File: config.mk
export PLATFORM = sky130hd
export DESIGN_NAME = handshake_master_slave_flat
export DESIGN_NICKNAME = d
export VERILOG_FILES = /design/src/rtl/handshake_master_slave_if.sv /design/src/rtl/handshake_master_slave.sv /design/src/flat_wrapper.sv
export SDC_FILE = /design/constraint.sdc
export NUM_CORES = 1
export LEC_CHECK = 0
export CORE_ASPECT_RATIO = 0.6
export CORE_MARGIN = 2
export CORE_UTILIZATION = 36
export CTS_CLUSTER_DIAMETER = 80
export DETAILED_ROUTE_END_ITERATION = 10
export PLACE_DENSITY = 0.74
export SYNTH_ARGS = -nofsm -noshare
export SYNTH_HDL_FRONTEND = slang
export SYNTH_SLANG_ARGS = --single-unit
File: constraint.sdc
create_clock -name clk -period 1.2 [get_ports clk]
set_input_delay 0.24 -clock clk [delete_from_list [all_inputs] [get_ports clk]]
set_output_delay 0.24 -clock clk [all_outputs]
set_load 0.1 [all_outputs]
File: src/rtl/handshake_master_slave_if.sv
// handshake_master_slave_if: valid/data/ready link between the handshake master and slave
interface handshake_master_slave_if #(parameter int DATA_W = 8);
    logic              valid;
    logic [DATA_W-1:0] data;
    logic              ready_out;
    modport master(output valid, output data, input ready_out);
    modport slave(input valid, input data, output ready_out);
endinterface

File: src/rtl/handshake_master_slave.sv
// handshake_master_slave: valid/ready byte link, master latches data_in, slave captures accepted bytes; HS_READY_REG_EN registers ready_out
module handshake_master_slave #(
    parameter int DATA_W = 8
) (
    input  logic                       clk,
    input  logic                       rst,
    input  logic [DATA_W-1:0]          data_in,
    input  logic                       ready_in,
    handshake_master_slave_if.master   m,
    handshake_master_slave_if.slave    s,
    output logic [DATA_W-1:0]          rx_data,
    output logic                       rx_strobe,
    output logic [7:0]                 rx_count
);
    typedef enum logic {IDLE, SEND} state_t;
    state_t            state, state_nx;
    logic [DATA_W-1:0] data_q, data_nx;
    logic              pend, m_xfer, s_xfer;
    assign pend    = |data_in;
    assign m_xfer  = m.valid & m.ready_out;
    assign m.valid = state == SEND;
    assign m.data  = data_q;
    // a zero data_in means nothing to send; a drained or empty slot refills from a nonzero one
    always_comb begin
        state_nx = state == IDLE ? (pend ? SEND : IDLE) : (m_xfer && !pend ? IDLE : SEND);
        data_nx  = (state == IDLE || m_xfer) && pend ? data_in : data_q;
    end
    always_ff @(posedge clk) begin
        if (!rst) begin
            state  <= IDLE;
            data_q <= '0;
        end else begin
            state  <= state_nx;
            data_q <= data_nx;
        end
    end
`ifdef HS_READY_REG_EN
    logic ready_q;
    always_ff @(posedge clk) ready_q <= rst ? ready_in : 1'b0;
    assign s.ready_out = ready_q;
`else
    assign s.ready_out = ready_in & rst;
`endif
    assign s_xfer = s.valid & s.ready_out;
    always_ff @(posedge clk) begin
        if (!rst) begin
            rx_data   <= '0;
            rx_strobe <= 1'b0;
            rx_count  <= '0;
        end else begin
            rx_strobe <= s_xfer;
            if (s_xfer) begin
                rx_data  <= s.data;
                rx_count <= rx_count + 8'd1;
            end
        end
    end
endmodule

File: src/flat_wrapper.sv
// flat-port wrapper written by rule: the top's interface ports become plain ports
module handshake_master_slave_flat 
#(
    parameter int DATA_W = 8
)
  (clk, rst, data_in, ready_in, rx_data, rx_strobe, rx_count, m_valid, m_data, m_ready_out, s_valid, s_data, s_ready_out);
  handshake_master_slave_if #(.DATA_W(DATA_W)) m_i ();
  handshake_master_slave_if #(.DATA_W(DATA_W)) s_i ();
  input  logic clk;
  input  logic rst;
  input  logic [DATA_W-1:0] data_in;
  input  logic ready_in;
  output logic [DATA_W-1:0] rx_data;
  output logic rx_strobe;
  output logic [7:0] rx_count;
  output wire logic [$bits(m_i.valid)-1:0] m_valid;
  output wire logic [$bits(m_i.data)-1:0] m_data;
  input wire logic [$bits(m_i.ready_out)-1:0] m_ready_out;
  input wire logic [$bits(s_i.valid)-1:0] s_valid;
  input wire logic [$bits(s_i.data)-1:0] s_data;
  output wire logic [$bits(s_i.ready_out)-1:0] s_ready_out;
  assign m_valid = m_i.valid;
  assign m_data = m_i.data;
  assign m_i.ready_out = m_ready_out;
  assign s_i.valid = s_valid;
  assign s_i.data = s_data;
  assign s_ready_out = s_i.ready_out;
  handshake_master_slave #(.DATA_W(DATA_W)) u_core (.clk(clk), .rst(rst), .data_in(data_in), .ready_in(ready_in), .m(m_i), .s(s_i), .rx_data(rx_data), .rx_strobe(rx_strobe), .rx_count(rx_count));
endmodule
Word-level counts from Yosys, hierarchy flattened
Cells that the tools add are included.
Word-level totals
  bits in registers: 26
  bits in latches: 0
  RAM bits: 0
  memory bits (read-only): 0
  input bits: 21
  output and inout bits: 27
  logic and storage cells: 18
  memories: 0
Cells by class
  add/subtract/negate cells: 1
  $mul: 0
  div/mod/pow operators: 0
  $lt $le $gt $ge: 0
  equal/unequal tests: 0
  shifts and indexed selects: 0
  multiplexer cells: 3
  bitwise logic cells: 4
  reductions and logical operators: 5
Operators by type and width (number)
  8-bit by 1-bit adder with 8-bit output (second input constant): 1
  8-bit OR reduction: 1
  1-bit bitwise AND: 3
  1-bit two-way mux: 3
  1-bit logical AND: 2
  1-bit logical NOT: 1
  1-bit logical OR: 1
  1-bit inverter: 1

Longest topological paths before layout
  depth in word-level cells: 5
  gate-level depth with buffers: 6
  gate-level depth less buffers: 4

Least setup slack after synthesis
OpenSTA, ideal clock, no wires.
  path type: reg2reg
  from: reg u_core.rx_count[2]
  to: reg u_core.rx_count[7]
  data arrival time: 1833 ps
  data required time: 1115 ps
  setup slack: -717 ps
  stages on the path, launching flop included: 4
  clock period less this slack: 1917 ps
  cells stage by stage: dfxtp_1 > nand4_1 > nor4_1 > mux2i_1
Between the ends
  longest elaborated chain between the ends: 1
RTL lines
  start: declaration: line handshake_master_slave.sv:13  | output logic [7:0] rx_count
  start signal: assignment: line handshake_master_slave.sv:54  | rx_count <= rx_count + 8'd1;
  8-bit by 1-bit adder with 8-bit output: line handshake_master_slave.sv:54
Every way passes these cells.
A chain may end at the register's enable or synchronous reset.

Final worst setup path
  from: in data_in[3]
  to: reg u_core.state, in the netlist u_core.m.valid
Between the ends
  longest elaborated chain between the ends: 5
RTL lines
  start: declaration: line flat_wrapper.sv:11  | input logic [DATA_W-1:0] data_in;
  8-bit OR reduction *: line handshake_master_slave.sv:19  | assign pend = |data_in;
  1-bit logical NOT: line handshake_master_slave.sv:25  | state_nx = state == IDLE ? (pend ? SEND : IDLE) : (m_xfer && !pend ? IDLE : SEND);
  1-bit logical AND: line handshake_master_slave.sv:25
  1-bit two-way mux: line handshake_master_slave.sv:25
  1-bit two-way mux *: line handshake_master_slave.sv:25
  end signal: assignment: line handshake_master_slave.sv:33  | state <= state_nx;
  end: declaration: line handshake_master_slave.sv:16  | state_t state, state_nx;
Every way passes the cells marked *; elsewhere a longest branch is shown, timed or not.

==> results.sh <==
export IMPL_slowest_delay_ps=380
export IMPL_grt_start_max_net_pins=20
export IMPL_totalWireLength_um=3420
export IMPL_path_class="in -> reg"
export IMPL_synth_area_um2=1050
export IMPL_syn_nets=140
export IMPL_p_clk_frac=0.316
export IMPL_clock_path_buffers=2
export IMPL_startpoint_type="input port"
export IMPL_crit_required_ps=1350
export IMPL_skew_ps=3.61
export IMPL_setup_violations=0
export IMPL_min_period_ps=1190
export IMPL_ys_warn_count=0
export IMPL_grt_pass1_vias=1128
export IMPL_grt_use_total=0.224
export IMPL_seqPwrFrac=0.393
export IMPL_p_leak_uw=0.000900
export IMPL_layout_commonest_cell="buf_12"
export IMPL_p_sw_uw=765
export IMPL_use_met1=0.272
export IMPL_place_port_buffers=47
export IMPL_fp_dieW_um=73.8
export IMPL_diodes=0
export IMPL_swShare=0.321
export IMPL_path_buf_inv=4
export IMPL_ant_nets=0
export IMPL_gp_congestion=0.792
export IMPL_combPwrFrac=0.290
export IMPL_vias_per_cell=5.08
export IMPL_grtUsageMet2=0.354
export IMPL_ys_seq_area_frac=0.495
export IMPL_drtPass1Iterations=4
export IMPL_tightest_slew_ps=513
export IMPL_cts_max_level=1
export IMPL_synth_seq_cells=26
export IMPL_layout_common_cells="28 x buf_12, 23 x nand2_1, 19 x buf_4"
export IMPL_drt_iter0_drc=58
export IMPL_dp_hpwl_um=2400
export IMPL_root_buffer="clkbuf_8"
export IMPL_fillCellCount=168
export IMPL_avgSynthCellArea_um2=8.91
export IMPL_drv_slew=0
export IMPL_drc=0
export IMPL_wl_per_cell_um=15.6
export IMPL_grt_pass1_wl_um=5350
export IMPL_cts_hold_buf=0
export IMPL_worst_slew_margin_rel=0.658
export IMPL_irDropWorstVdd_mv=0.679
export IMPL_num_rows=15
export IMPL_yosys_cell_types_count=27
export IMPL_syn_inst=118
export IMPL_path_cells="dlygate4sd2_1 > nor4_4 > buf_4 > buf_4 > buf_4 > a31oi_1"
export IMPL_cts_num_sinks=26
export IMPL_slowest_stage="nor4_4"
export IMPL_cpMostUsedCell="buf_4"
export IMPL_critPathCaptureType="flop"
export IMPL_crit_family="buffers and inverters"
export IMPL_clock_latency_ps=280
export IMPL_worstHoldPathType="in -> reg"
export IMPL_multiInputGateArea_um2=543
export IMPL_io_pins=48
export IMPL_placed_cell_area_um2=2030
export IMPL_final_area_um2=2190
export IMPL_period_share=0.994
export IMPL_areaGrowthSynthToFinish_pct=109
export IMPL_core_area_um2=2820
export IMPL_fin_nets=208
export IMPL_cts_tree="built"
export IMPL_cts_buffers=3
export IMPL_drive_gt1_frac=0.514
export IMPL_initial_core_util=0.373
export IMPL_die_area_um2=3380
export IMPL_hold_ws_ps=383
export IMPL_met3_usage=0.0819
export IMPL_max_freq_mhz=839
export IMPL_regArea_um2=571
export IMPL_grt_overflow=0
export IMPL_cap_violations=0
export IMPL_power_density_nw_per_um2=1090
export IMPL_p_int_uw=1620
export IMPL_hold_viol=0
export IMPL_vias=1112
export IMPL_fin_ws_ps=7.53
export IMPL_worstPathArrival_ps=1340
export IMPL_clk_pin_slew_worst_paths_ps=100
export IMPL_die_h_um=45.9
export IMPL_antenna_found_initial=0
export IMPL_critical_path_peak_fanout=2
export IMPL_dp_slack_ps=-467
export IMPL_outcome="completed"
export IMPL_grt_most_used_layer="met2"
## cell families (layout without fill, tap and decap cells)
family / count (synthesis) / after routing / share of synthesized area
simple gates: 38 / 38 / 0.198
compound gates: 30 / 30 / 0.177
mux: 3 / 3 / 0.0286
fa+ha+maj: 1 / 1 / 0.0119
buf+inv: 18 / 85 / 0.0726
xor+xnor: 2 / 2 / 0.0167
flops: 26 / 26 / 0.495
## metrics by stage
| stage | cells | util | TNS (ps) | power [µW] |
|---|---|---|---|---|
| 5_1_grt | 219 | 0.779 | -204 | 2440 |
| 6_report | 219 | 0.779 | 0 | 2380 |
| 3_3_place_gp | 210 | 0.721 | -8160 | 1610 |
| 4_1_cts | 218 | 0.766 | 0 | 2370 |
| 3_5_place_dp | 210 | 0.721 | -9440 | 1630 |
| 2_1_floorplan | 118 | - | -284 | 1310 |
## state kept, by name, summed over array words and instances (netlist names)
| name | flops |
|---|---|
| u_core.rx_count | 8 |
| u_core.m.data | 8 |
| u_core.rx_strobe | 1 |
| u_core.rx_data | 8 |
| u_core.m.valid | 1 |
## cell usage after synthesis
master	number	area, µm²
dfxtp_1	26	521
nand2_1	23	86.3
inv_1	11	41.3
o21ai_0	10	50.1
a21oi_1	9	45.0
a311oi_1	8	70.1
buf_2	4	20.0
mux2i_1	3	30.0
clkbuf_1	2	7.51
nand3_1	2	10.0
nand4_1	2	12.5
nor2_1	2	7.51
nor4_4	2	42.5
a31oi_1	1	6.26
and2_1	1	6.26
buf_4	1	7.51
ha_1	1	12.5
nand2_2	1	6.26
nand2b_1	1	6.26
nand4_2	1	12.5
nor3_1	1	5.00
nor4_1	1	6.26
o211ai_1	1	7.51
o31ai_1	1	7.51
or3_1	1	6.26
xnor2_1	1	8.76
xor2_1	1	8.76
## metal layers
layer	vias up	part of all wire
li1	545	-
met1	511	0.43
met2	46	0.47
met3	10	0.079
met4	0	0.027
met5	-	0
## cell type report
| type | count | area share |
|---|---|---|
| repair buffers | 70 | 0.421 |
| clock inverters | 1 | 0.0137 |
| clock buffers | 3 | 0.0188 |
| multi-input cells | 74 | 0.248 |
| well taps | 34 | 0.0194 |
| flip-flops and latches | 26 | 0.260 |
| inverters | 11 | 0.0188 |
## power by group through the flow
stage               Sequential, µW  Clock [µW]  Combinational [µW]
global placement               955           0                 659
CTS                            937         753                 677
detailed placement             957           0                 670
floorplan                     1200           0                 103
global route                   942         787                 714
finish                         937         754                 691
## worst reg2reg max path, stage by stage, from the launching register on
cell and delay [ps]:
dfxtp_4 410, ha_4 150, nand4_4 80, buf_4 170
xor2_1 160, nor2_1 80
## path summary, 6_finish.rpt
check	slack, ps	end	from	cells past startpoint
hold reg to reg	480	u_core.rx_count[5]	u_core.rx_count[5]	1
hold / removal	380	u_core.rx_count[7]	rst	4
setup reg to reg	30	u_core.rx_count[2]	u_core.rx_count[0]	5
setup / recovery	8	u_core.m.valid	data_in[3]	6
## timing repair
action,4_1_cts,5_1_grt
gates resized for setup,19,8
pin swaps,4,3
setup endpoints to repair,22,24
buffers inserted,4,1
Note: power is estimated with default switching activity, not from simulation.
